<file path="src/rtl/exec_unit_mc.sv">
// Execute stage: forwarding muxes, immediate path, single-cycle ALU/shifts and an
// iterative shift-add multiplier, with valid/ready on both sides and a registered result.
module exec_unit_mc #(
  parameter int WIDTH = 16,
  parameter int NFWD  = 3,
  parameter int SELW  = $clog2(NFWD + 1)
) (
  input  logic                   clk,
  input  logic                   reset,
  input  logic                   in_valid,
  output logic                   in_ready,
  input  logic [2:0]             op,
  input  logic [WIDTH-1:0]       sr1,
  input  logic [WIDTH-1:0]       sr2,
  input  logic [WIDTH-1:0]       imm,
  input  logic                   use_imm,
  input  logic [NFWD*WIDTH-1:0]  fwd_data,
  input  logic [SELW-1:0]        sr1_fwd_sel,
  input  logic [SELW-1:0]        sr2_fwd_sel,
  output logic                   out_valid,
  input  logic                   out_ready,
  output logic [WIDTH-1:0]       result,
  output logic                   busy
);

  localparam int SHW = $clog2(WIDTH);

  typedef enum logic [1:0] {S_IDLE, S_MUL, S_WAIT} state_e;
  typedef enum logic [2:0] {
    OP_ADD, OP_AND, OP_NOT, OP_PASSB, OP_SLL, OP_SRL, OP_SRA, OP_MUL
  } op_e;

  state_e           state, state_next;
  logic [WIDTH-1:0] a, b, alu;
  logic [WIDTH-1:0] acc, acc_next, mcand, mplier;
  logic [SHW-1:0]   cnt;
  logic             accept, last, out_free, load;
  logic [WIDTH-1:0] load_val;

  // Select 0 or any value beyond NFWD falls back to the register-file operand.
  function automatic logic [WIDTH-1:0] fwdmux(input logic [WIDTH-1:0]      base,
                                               input logic [SELW-1:0]       sel,
                                               input logic [NFWD*WIDTH-1:0] fd);
    fwdmux = base;
    for (int unsigned k = 0; k < NFWD; k++)
      if (sel == SELW'(k + 1)) fwdmux = fd[k*WIDTH +: WIDTH];
  endfunction

  assign a = fwdmux(sr1, sr1_fwd_sel, fwd_data);
  assign b = use_imm ? imm : fwdmux(sr2, sr2_fwd_sel, fwd_data);

  always_comb begin
    alu = '0;
    unique case (op_e'(op))
      OP_ADD:   alu = a + b;
      OP_AND:   alu = a & b;
      OP_NOT:   alu = ~a;
      OP_PASSB: alu = b;
      OP_SLL:   alu = a << b[SHW-1:0];
      OP_SRL:   alu = a >> b[SHW-1:0];
      OP_SRA:   alu = WIDTH'($signed(a) >>> b[SHW-1:0]);
      OP_MUL:   alu = '0;
    endcase
  end

  assign acc_next = acc + (mplier[0] ? mcand : '0);
  assign last     = (state == S_MUL) && (cnt == SHW'(WIDTH - 1));
  assign out_free = !out_valid || out_ready;
  assign accept   = in_valid && in_ready;

  always_ff @(posedge clk) begin
    if (reset) state <= S_IDLE;
    else       state <= state_next;
  end

  always_comb begin
    state_next = state;
    unique case (state)
      S_IDLE: if (accept && op == OP_MUL) state_next = S_MUL;
      S_MUL:  if (last) state_next = out_free ? S_IDLE : S_WAIT;
      S_WAIT: if (out_ready) state_next = S_IDLE;
      default: state_next = S_IDLE;
    endcase
  end

  always_comb begin
    in_ready = (state == S_IDLE) && out_free;
    busy     = (state != S_IDLE);
    load     = 1'b0;
    load_val = alu;
    unique case (state)
      S_IDLE: load = accept && (op != OP_MUL);
      S_MUL: begin
        load     = last && out_free;
        load_val = acc_next;
      end
      S_WAIT: begin
        load     = out_ready;
        load_val = acc;
      end
      default: load = 1'b0;
    endcase
  end

  always_ff @(posedge clk) begin
    if (reset) begin
      out_valid <= 1'b0;
      result    <= '0;
      acc       <= '0;
      mcand     <= '0;
      mplier    <= '0;
      cnt       <= '0;
    end else begin
      if (accept && op == OP_MUL) begin
        mcand  <= a;
        mplier <= b;
        acc    <= '0;
        cnt    <= '0;
      end
      if (state == S_MUL) begin
        acc    <= acc_next;
        mcand  <= mcand << 1;
        mplier <= mplier >> 1;
        cnt    <= cnt + 1'b1;
      end
      if (load) begin
        result    <= load_val;
        out_valid <= 1'b1;
      end else if (out_valid && out_ready) begin
        out_valid <= 1'b0;
      end
    end
  end

endmodule
</file>
<file path="config.mk">
export PLATFORM = sky130hd
export DESIGN_NAME = exec_unit_mc
export DESIGN_NICKNAME = d
export VERILOG_FILES = /design/src/rtl/exec_unit_mc.sv
export SDC_FILE = /design/constraint.sdc
export NUM_CORES = 1
export LEC_CHECK = 0
export ABC_AREA = 1
export BUFFER_PORTS_ARGS = -buffer_cell sky130_fd_sc_hd__buf_2
export CAP_MARGIN = 20
export CORE_UTILIZATION = 50
export CTS_BUF_LIST = sky130_fd_sc_hd__clkbuf_8
export DETAILED_ROUTE_END_ITERATION = 8
export HOLD_SLACK_MARGIN = 0.1
export MAX_ROUTING_LAYER = met4
export PLACE_DENSITY = 0.82
export SLEW_MARGIN = 20
export SYNTH_ARGS = -nofsm -noshare
export SYNTH_HDL_FRONTEND = slang
export SYNTH_SLANG_ARGS = --single-unit
export TNS_END_PERCENT = 30
</file>
<file path="constraint.sdc">
create_clock -name clk -period 3.1 [get_ports clk]
set_input_delay 0.62 -clock clk [delete_from_list [all_inputs] [get_ports clk]]
set_output_delay 0.62 -clock clk [all_outputs]
set_load 0.02 [all_outputs]
</file>
### After elaboration in Yosys (flattened, before gate mapping)

Index checks and enable logic that the tools add are counted.

| cells by class | value |
|---|---|
| multiplexer cells | 26 |
| add/sub/neg operators | 3 |
| reduce and logical (&&, ||, !) cells | 16 |
| eq/ne operators | 20 |
| shift-type cells | 3 |
| bitwise operators | 2 |

Operators by type and width:

| cell | count |
|---|---|
| 16-bit 2-to-1 mux | 12 |
| 16-bit case mux with 8 select lines | 1 |
| 16-bit adder | 2 |
| 16-bit case mux with 2 select lines | 1 |
| 15-bit 2-to-1 mux | 2 |
| 16-bit AND | 1 |
| 16-bit inverter | 1 |
| 16-bit by 4-bit left shift with 16-bit output | 1 |
| 16-bit by 4-bit right shift with 16-bit output | 1 |
| 16-bit by 4-bit >>> shifter with 16-bit output | 1 |
| 3-bit equality test, second input constant | 4 |
| 2-bit equality test, second input constant | 5 |
| 2-bit 2-to-1 mux | 4 |
| 4-bit 2-to-1 mux | 2 |
| 1-bit logical AND | 7 |
| 2-bit by 1-bit equality test with 1-bit output, second input constant | 3 |
| 3-bit by 2-bit equality test with 1-bit output, second input constant | 2 |
| 2-bit inequality test, second input constant | 3 |
| 2-bit case mux with 3 select lines | 1 |
| 2-bit nonzero test | 3 |
| 4-bit by 1-bit adder with 4-bit output, second input constant | 1 |
| 4-bit equality test, second input constant | 1 |
| 3-bit by 1-bit equality test with 1-bit output, second input constant | 1 |
| 3-bit zero test | 1 |
| 8 further kinds | 9 |

| word-level totals | value |
|---|---|
| input port bits | 108 |
| word-level logic and storage cells | 79 |
| output and inout port bits | 19 |
| register bits after elaboration | 71 |

### Depth between registers and ports, before layout

Gate-level depths: netlist (run 1).

| depth | value |
|---|---|
| word-level depth | 8 |
| depth in mapped cells | 25 |
| gate-level depth less buffers | 24 |

### Worst setup path before layout (run 1)

Ideal clock, no wire load.

| timing path | value |
|---|---|
| path kind | input port to flip-flop |
| start point | in use_imm |
| end point | reg result[14] |
| data arrival time | 3168 ps |
| cell stages on the path | 18 |
| required time | 3030 ps |
| path buffers | 2 |
| setup time | 70 ps |
| path slack | -138 ps |
| cells stage by stage | buf_4 -> inv_2 -> or2_2 -> buf_4 -> a21boi_1 -> ha_1 -> inv_1 -> fa_1 -> inv_1 -> a31oi_1 -> o21ai_0 -> nand3_1 -> nand2_1 -> xor2_1 -> nand2_1 -> nand4_1 -> nand3_1 -> a21oi_1 |

| between the ends | value |
|---|---|
| cells in the longest elaborated chain, start to end | 4 |
| elaborated cells on any way between the ends | 8 |
| those cells by class | add/sub (1); shift (3); mux (3); bitwise (1) |

Ends and longest elaborated chain:

| what | line | text |
|---|---|---|
| from (decl) | 16 | `input logic use_imm,` |
| 16-bit 2-to-1 mux * | 50 | `assign b = use_imm ? imm : fwdmux(sr2, sr2_fwd_sel, fwd_data);` |
| 16-bit adder, or another cell as far along | 55 | `OP_ADD: alu = a + b;` |
| 16-bit case mux with 8 select lines * | 54 | `unique case (op_e'(op))` |
| 16-bit case mux with 2 select lines * | 91 | `unique case (state)` |
| to (signal assigned) | 127 | `result <= load_val;` |
| to (decl) | 22 | `output logic [WIDTH-1:0] result,` |

Every way passes the cells marked *; elsewhere a longest branch is shown, timed or not.
A chain may end at the register's enable or synchronous reset.

### Worst setup path in the final report (run 1)

| timing path | value |
|---|---|
| start point | in sr2_fwd_sel[1] |
| end point | reg result[15] |

| between the ends | value |
|---|---|
| cells in the longest elaborated chain, start to end | 8 |
| elaborated cells on any way between the ends | 14 |
| those cells by class | add/sub (1); eq/ne (3); shift (3); mux (6); bitwise (1) |

Ends and longest elaborated chain:

| what | line | text |
|---|---|---|
| from (decl) | 19 | `input logic [SELW-1:0] sr2_fwd_sel,` |
| 2-bit by 1-bit equality test with 1-bit output | 46 | `if (sel == SELW'(k + 1)) fwdmux = fd[k*WIDTH +: WIDTH];` |
| 16-bit 2-to-1 mux (2 in series) | 46 |  |
| 16-bit 2-to-1 mux * | 46 |  |
| 16-bit 2-to-1 mux * | 50 |  |
| 16-bit adder, or another cell as far along | 55 |  |
| 16-bit case mux with 8 select lines * | 54 |  |
| 16-bit case mux with 2 select lines * | 91 |  |

Marks and branches as above.

==> results of run 1 <==
## cell usage in the layout (no fill, tap or decap), types with 10 or more instances in the layout
cell type	count
nand3_1	117
nand2_2	21
dfxtp_1	71
a21oi_1	124
ha_1	36
inv_1	112
buf_4	135
nand2_1	466
nand3_2	16
o211ai_1	10
o21ai_1	27
inv_2	19
o21ai_2	10
nor2_1	70
nand4_1	14
nand2_4	11
o21ai_0	67
a31oi_1	40
buf_2	124
## flip-flops by register name, summed over array words and instances, names as in the netlist
name       flops
state          2
cnt            4
mplier        16
acc           16
out_valid      1
mcand         16
result        16
## power by group through the flow
stage | clock (mW) | combinational (mW) | sequential [mW]
final | 0.807 | 3.05 | 1.10
after global routing | 0.850 | 3.30 | 1.11
after CTS | 0.815 | 2.95 | 1.10
after detailed placement | 0 | 2.93 | 1.12
after global placement | 0 | 2.90 | 1.12
after floorplan | 0 | 1.78 | 1.19
## per-layer routing
layer  wire length (um)  vias up
li1                   -     5063
met1              12800     4614
met2              13600      520
met3               2390       92
met4               1320        0
met5                  0        -
## final cells by class
class                           count  area [sq um]  share of cell area (%)
Tap cell                          211           264                    2.64
Antenna cell                        1          2.50                  0.0250
Clock inverter                      6          86.3                   0.863
Sequential cell                    71          1420                    14.2
Inverter                          136           518                    5.18
Clock buffer                        9           124                    1.24
Timing Repair Buffer              268          1790                    17.9
Multi-Input combinational cell   1117          5800                    57.9
## cells by family (layout without fill, tap and decap cells)
family,Yosys count,count (layout),share of synthesized area (%)
and+or+nand+nor,750,750,41.4
AOI/OAI and AO/OA,320,320,23.0
buffers and inverters,200,419,10.7
DFF,71,71,17.7
adders and majority gates,39,39,6.28
xor gates and xnor gates,8,8,0.874
other,0,1,0
## critical path, stage by stage
cell and delay [ns]:
clkbuf_4 0.16, nand2_1 0.17, inv_2 0.14, buf_4 0.18, a211oi_1 0.24, o21ai_0 0.18
ha_1 0.40, inv_1 0.12, nor3_1 0.30, a21oi_1 0.11, nand2_1 0.11, xor2_1 0.16
nand2_1 0.09, nand4_1 0.09, nand3_1 0.07, a21oi_1 0.15
## what timing repair did
item,in CTS,in global routing
gates resized for setup,0,28
endpoints found under the setup margin,0,10
setup buffers,0,1
## worst min-delay path by stage
| stage | end | slack, ns |
|---|---|---|
| floorplan | mplier[14] | 0.45 |
| global placement | result[11] | 0.45 |
| detailed placement | result[3] | 0.46 |
| CTS | result[3] | 0.47 |
| global route | result[0] | 0.48 |
| finish | result[11] | 0.46 |
## per-stage QoR
step | instances | power, mW | area, sq um | utilization [%] | TNS, ns
after floorplan | 1388 | 2.97 | 8020 | - | 0
after global placement | 1801 | 4.02 | 9690 | 62.8 | -1.48
after detailed placement | 1801 | 4.05 | 9690 | 62.8 | -2.02
after CTS | 1816 | 4.86 | 9900 | 64.2 | 0
after global routing | 1819 | 5.26 | 10000 | 64.9 | -0.0238
final | 1819 | 4.96 | 10000 | 64.9 | 0
## cell usage after synthesis, types with 3 or more instances
cell	count	area share, %
clkbuf_1	32	1.5
xor2_1	5	0.55
o21ai_0	75	4.7
ha_1	37	5.8
nor2_2	6	0.47
o31ai_1	3	0.28
buf_4	7	0.66
xnor2_1	3	0.33
o22ai_1	3	0.23
nand2_1	467	22
or2_1	3	0.23
buf_6	6	0.84
a21o_1	4	0.37
a22oi_1	4	0.37
inv_1	113	5.3
buf_1	3	0.14
o21ai_1	21	1.3
dfxtp_1	71	18
nand3_2	16	2.0
nand2_4	10	1.4
nor3_1	9	0.56
a21oi_1	127	7.9
a21oi_2	3	0.33
or2_2	4	0.31
nand2_2	22	1.7
o21ai_2	8	0.87
nand4_1	14	1.1
o211ai_1	10	0.94
inv_2	20	0.94
nor2_1	72	3.4
a211oi_1	4	0.37
nand3_1	117	7.3
or2_0	4	0.31
buf_2	15	0.94
a31oi_1	40	3.1
==> run_results.csv, run 1 <==
group,metric,value,unit
detailed_routing,ant_nets,0,
yosys,synth_nets,1535,
pwr,power_density,495,nW/um^2
worst_setup_path,path_max_fanout,9,
detailed_routing,viasPerCell,5.66,
sta,skew,0.00906,ns
detailed_routing,drt_iter0_drc,1127,
yosys,yosys_warnings,0,
yosys,ys_seq_area_share,17.7,%
yosys,async_flop_share,0,%
yosys,synth_cell_types,57,
worst_setup_path,startpoint,"sr2_fwd_sel[1]",
global_route,grt_util_met1,46.8,%
worst_setup_path,cp-end-kind,"flip-flop",
detailed_routing,vias,10300,
global_route,gr-usage-met2,58.9,%
placed_design,io_buffers,126,
global_route,grt-ovfl-total,0,
pwr,seq_power_share,22.2,%
clock_tree,clk_latency,0.36,ns
worst_setup_path,startpoint_type,"input pin",
worst_setup_path,endpoint,"result[15]",
clock_tree,clk_path_buf_depth,2,
global_route,grt_start_max_net_pins,44,
die,die_y,129,um
die,num_io_pins,127,
worst_setup_path,crit_type,"input pin to flip-flop",
global_route,grt_use_met3,5.11,%
detailed_routing,drtPass1Iterations,6,
placed_design,place_ws,-0.280,ns
worst_setup_path,cp.required,3.39,ns
worst_hold_path,hold_depth,2,
yosys,synth_edf_count,0,
sta,setup_viol,0,
cells_and_area,drive_above_1_share,24.5,%
detailed_routing,wl_per_cell,16.5,um
global_route,grt_busiest_layer,"met2",
sta,worstMarginPinSlew,0.640,ns
clock_tree,clk_pin_slew,0.08,ns
pwr,power_frac_comb,61.5,%
detailed_routing,drcViolationCount,0,
yosys,synth_area,8020,sq um
global_route,grt_pass1_wl,46500,um
worst_setup_path,worstRegToRegCells,16,
die,rows,45,
worst_hold_path,hold_start,"result[11]",
placed_design,gp_congestion,1.05,
yosys,synthFlopType,"dfxtp_1",
yosys,synth_area_per_cell,5.77,sq um
worst_setup_path,r2r-start,"mplier[0]",
clock_tree,clock-root-buffer,"clkbuf_8",
clock_tree,cts_made_buffers,9,
yosys,synth_seq_cells,71,
sta,fmax,333,MHz
sta,timing.hold.ws,0.464,ns
yosys,syn_inst,1388,
clock_tree,cts_tree,"built",
die,die_area,16500,sq um
clock_tree,hold_buffers,0,
worst_setup_path,rrSetupSlack,0.43,ns
pwr,p_switching,2.40,mW
cells_and_area,fill_cells,1500,
sta,setup_ws,0.0931,ns
worst_setup_path,cp_data_arrival_time,3.29,ns
sta,hold_viol_final,0,
clock_tree,clock_sinks,71,
pwr,internal_power,2.56,mW
die,core_area,15400,sq um
pwr,power_frac_clock,16.3,%
global_route,grt_pass1_vias,9322,
die,initial_utilization,52.0,%
sta,relSlewSlack,57.0,%
global_route,antenna_found_initial,1,
global_route,grt.total_usage,37.3,%
placed_design,dpl.hpwl,24100,um
worst_setup_path,rr_endpoint,"result[7]",
sta,finalMaxSlewViolations,0,
die,die_w,129,um
pwr,p_sw_share,48.4,%
clock_tree,htree_levels,3,
detailed_routing,wirelength,30100,um
pwr,p_leak,5.05,nW
cells_and_area,area_delta_synth_final,24.9,%
outcome,status,"complete, no violations",
sta,final.min_clock_period,3.01,ns
sta,post-route-period-util,97.0,%
pwr,peakVddDrop,0.419,mV
worst_hold_path,hp-class,"flip-flop to flip-flop",
flow_run,maxCapViolCount,0,
cells_and_area,nets,1750,
Power figures use the tool's default switching activity.
==> run 2: changes to the inputs <==
Settings changed: MAX_ROUTING_LAYER met4 to default.
==> run_results.csv, run 2 (synthesized netlist as in run 1, its figures left out) <==
group,metric,value,unit
detailed_routing,ant_nets,0,
pwr,power,4.98,mW
worst_hold_path,hold_depth,2,
worst_setup_path,crit_type,"input pin to flip-flop",
cells_and_area,drive_above_1_share,24.9,%
worst_setup_path,rr_endpoint,"result[12]",
sta,post-route-period-util,94.5,%
die,die_area,16500,sq um
clock_tree,cts_tree,"built",
detailed_routing,wirelength,30400,um
cells_and_area,mostFrequentLayoutCells,"nand2_1 (465), buf_4 (138), buf_2 (126)",
worst_setup_path,rrSetupSlack,0.41,ns
pwr,p_leak,5.06,nW
worst_setup_path,worstRegToRegCells,14,
die,rows,45,
die,die_w,129,um
placed_design,placed_cells,1803,
worst_hold_path,hold_start,"result[4]",
cells_and_area,fill_cells,1539,
die,core_area,15400,sq um
worst_hold_path,worstHoldEndpoint,"result[4]",
worst_setup_path,cp-end-kind,"flip-flop",
clock_tree,cts_made_buffers,9,
sta,skew,0.0139,ns
cells_and_area,final_cells,1820,
cells_and_area,nets,1752,
flow_run,maxCapViolCount,0,
worst_setup_path,path_max_fanout,14,
die,die_y,129,um
worst_setup_path,cp.required,3.39,ns
pwr,peakVddDrop,0.474,mV
placed_design,gp_congestion,1.04,
global_route,antenna_found_initial,0,
clock_tree,clock-root-buffer,"clkbuf_8",
global_route,grt_pass1_wl,48100,um
cells_and_area,mostFrequentLayoutCell,"nand2_1",
worst_hold_path,hp-class,"flip-flop to flip-flop",
detailed_routing,vias,10400,
sta,hold_viol_final,0,
global_route,grt-ovfl-total,0,
pwr,power_density,498,nW/um^2
clock_tree,htree_levels,3,
clock_tree,clk_path_buf_depth,2,
global_route,grt.total_usage,37.0,%
sta,worstMarginPinSlew,0.617,ns
detailed_routing,viasPerCell,5.73,
detailed_routing,drt_iter0_drc,1245,
outcome,status,"complete, no violations",
placed_design,io_buffers,126,
clock_tree,clk_pin_slew,0.08,ns
worst_setup_path,r2r-start,"mplier[0]",
die,initial_utilization,52.0,%
global_route,grt_pass1_vias,9530,
cells_and_area,n_antenna_cell,0,
detailed_routing,drcViolationCount,0,
placed_design,dpl.hpwl,24400,um
die,num_io_pins,127,
sta,setup_viol,0,
detailed_routing,drtPass1Iterations,8,
worst_setup_path,cp_data_arrival_time,3.22,ns
sta,finalMaxSlewViolations,0,
cells_and_area,area_delta_synth_final,24.8,%
sta,final.min_clock_period,2.93,ns
sta,rsz0062_at_grt,"yes",
worst_setup_path,startpoint_type,"input pin",
global_route,grt_start_max_net_pins,44,
clock_tree,clock_sinks,71,
sta,fmax,341,MHz
clock_tree,clk_latency,0.36,ns
sta,relSlewSlack,58.6,%
detailed_routing,wl_per_cell,16.7,um
==> run 2: changes by cell type in the layout (fill, tap and decap cells not counted), moves of 2 or more <==
cell	delta
buf_4	+3
nor2_2	+2
nor2_1	-2
a21oi_1	-2
a21oi_2	+3
buf_2	+2
==> run 2: timing repair <==
item / in CTS / in global routing
resized for setup: 0 / 28
endpoints found under the setup margin: 0 / 10
buffers inserted: 0 / 2
hold buffers: 0 / 0
==> run 2: power breakdown <==
part           leakage, nW  internal [mW]  switching [mW]
sequential           0.576           1.03          0.0773
combinational         4.38           1.09            1.97
clock                0.105          0.447           0.366
==> run 2: area by class of cell <==
class                           count  area [sq um]  share of cell area, %
Timing Repair Buffer              270          1780                   17.8
Tap cell                          211           264                   2.64
Clock buffer                        9           124                   1.24
Multi-Input combinational cell   1117          5810                   58.1
Inverter                          136           515                   5.15
Sequential cell                    71          1420                   14.2
Clock inverter                      6          86.3                  0.863
==> run 2: stage by stage <==
step                      area [sq um]  utilization (%)  hold slack, ns  TNS [ns]  setup slack, ns
after floorplan                   8020                -           0.454         0          0.00848
after global placement            9700             62.9           0.452     -1.42           -0.218
after detailed placement          9700             62.9           0.456     -2.27           -0.308
after CTS                         9910             64.3           0.469         0           0.0747
after global routing             10000             64.8           0.490   -0.0303          -0.0189
final                            10000             64.8           0.469         0            0.169
==> run 2: metal layers <==
layer | track usage, % | share of wire (%) | routed length (um)
met5 | 0 | 0 | 0
met4 | 14.7 | 3.8 | 1150
met3 | 4.49 | 9.2 | 2790
met2 | 62.1 | 46 | 13900
met1 | 48.3 | 41 | 12500
==> run 2: worst max path at each step <==
| stage | endpoint | from | slack, ns | cells after the start |
|---|---|---|---|---|
| 2_1_floorplan | result[12] | sr2_fwd_sel[0] | 0.008 | 20 |
| 3_3_place_gp | result[11] | sr1_fwd_sel[0] | -0.22 | 20 |
| 3_5_place_dp | result[11] | sr2_fwd_sel[1] | -0.31 | 19 |
| 4_1_cts | result[11] | sr2_fwd_sel[1] | 0.07 | 19 |
| 5_1_grt | result[13] | sr2_fwd_sel[0] | -0.02 | 22 |
| 6_report | result[14] | sr2_fwd_sel[1] | 0.17 | 19 |
==> run 2: worst max-delay path, cell delays in order <==
cell	delay (ns)
buf_2	0.15
inv_2	0.07
nand2_4	0.14
buf_4	0.15
nand2_1	0.05
a21oi_1	0.18
a211oi_1	0.07
o21ai_0	0.33
ha_1	0.31
buf_4	0.15
a21oi_1	0.17
o31ai_1	0.10
a21oi_1	0.12
nand2_1	0.08
xor2_1	0.16
nand2_1	0.08
nand4_1	0.09
nand3_1	0.07
a21oi_1	0.12
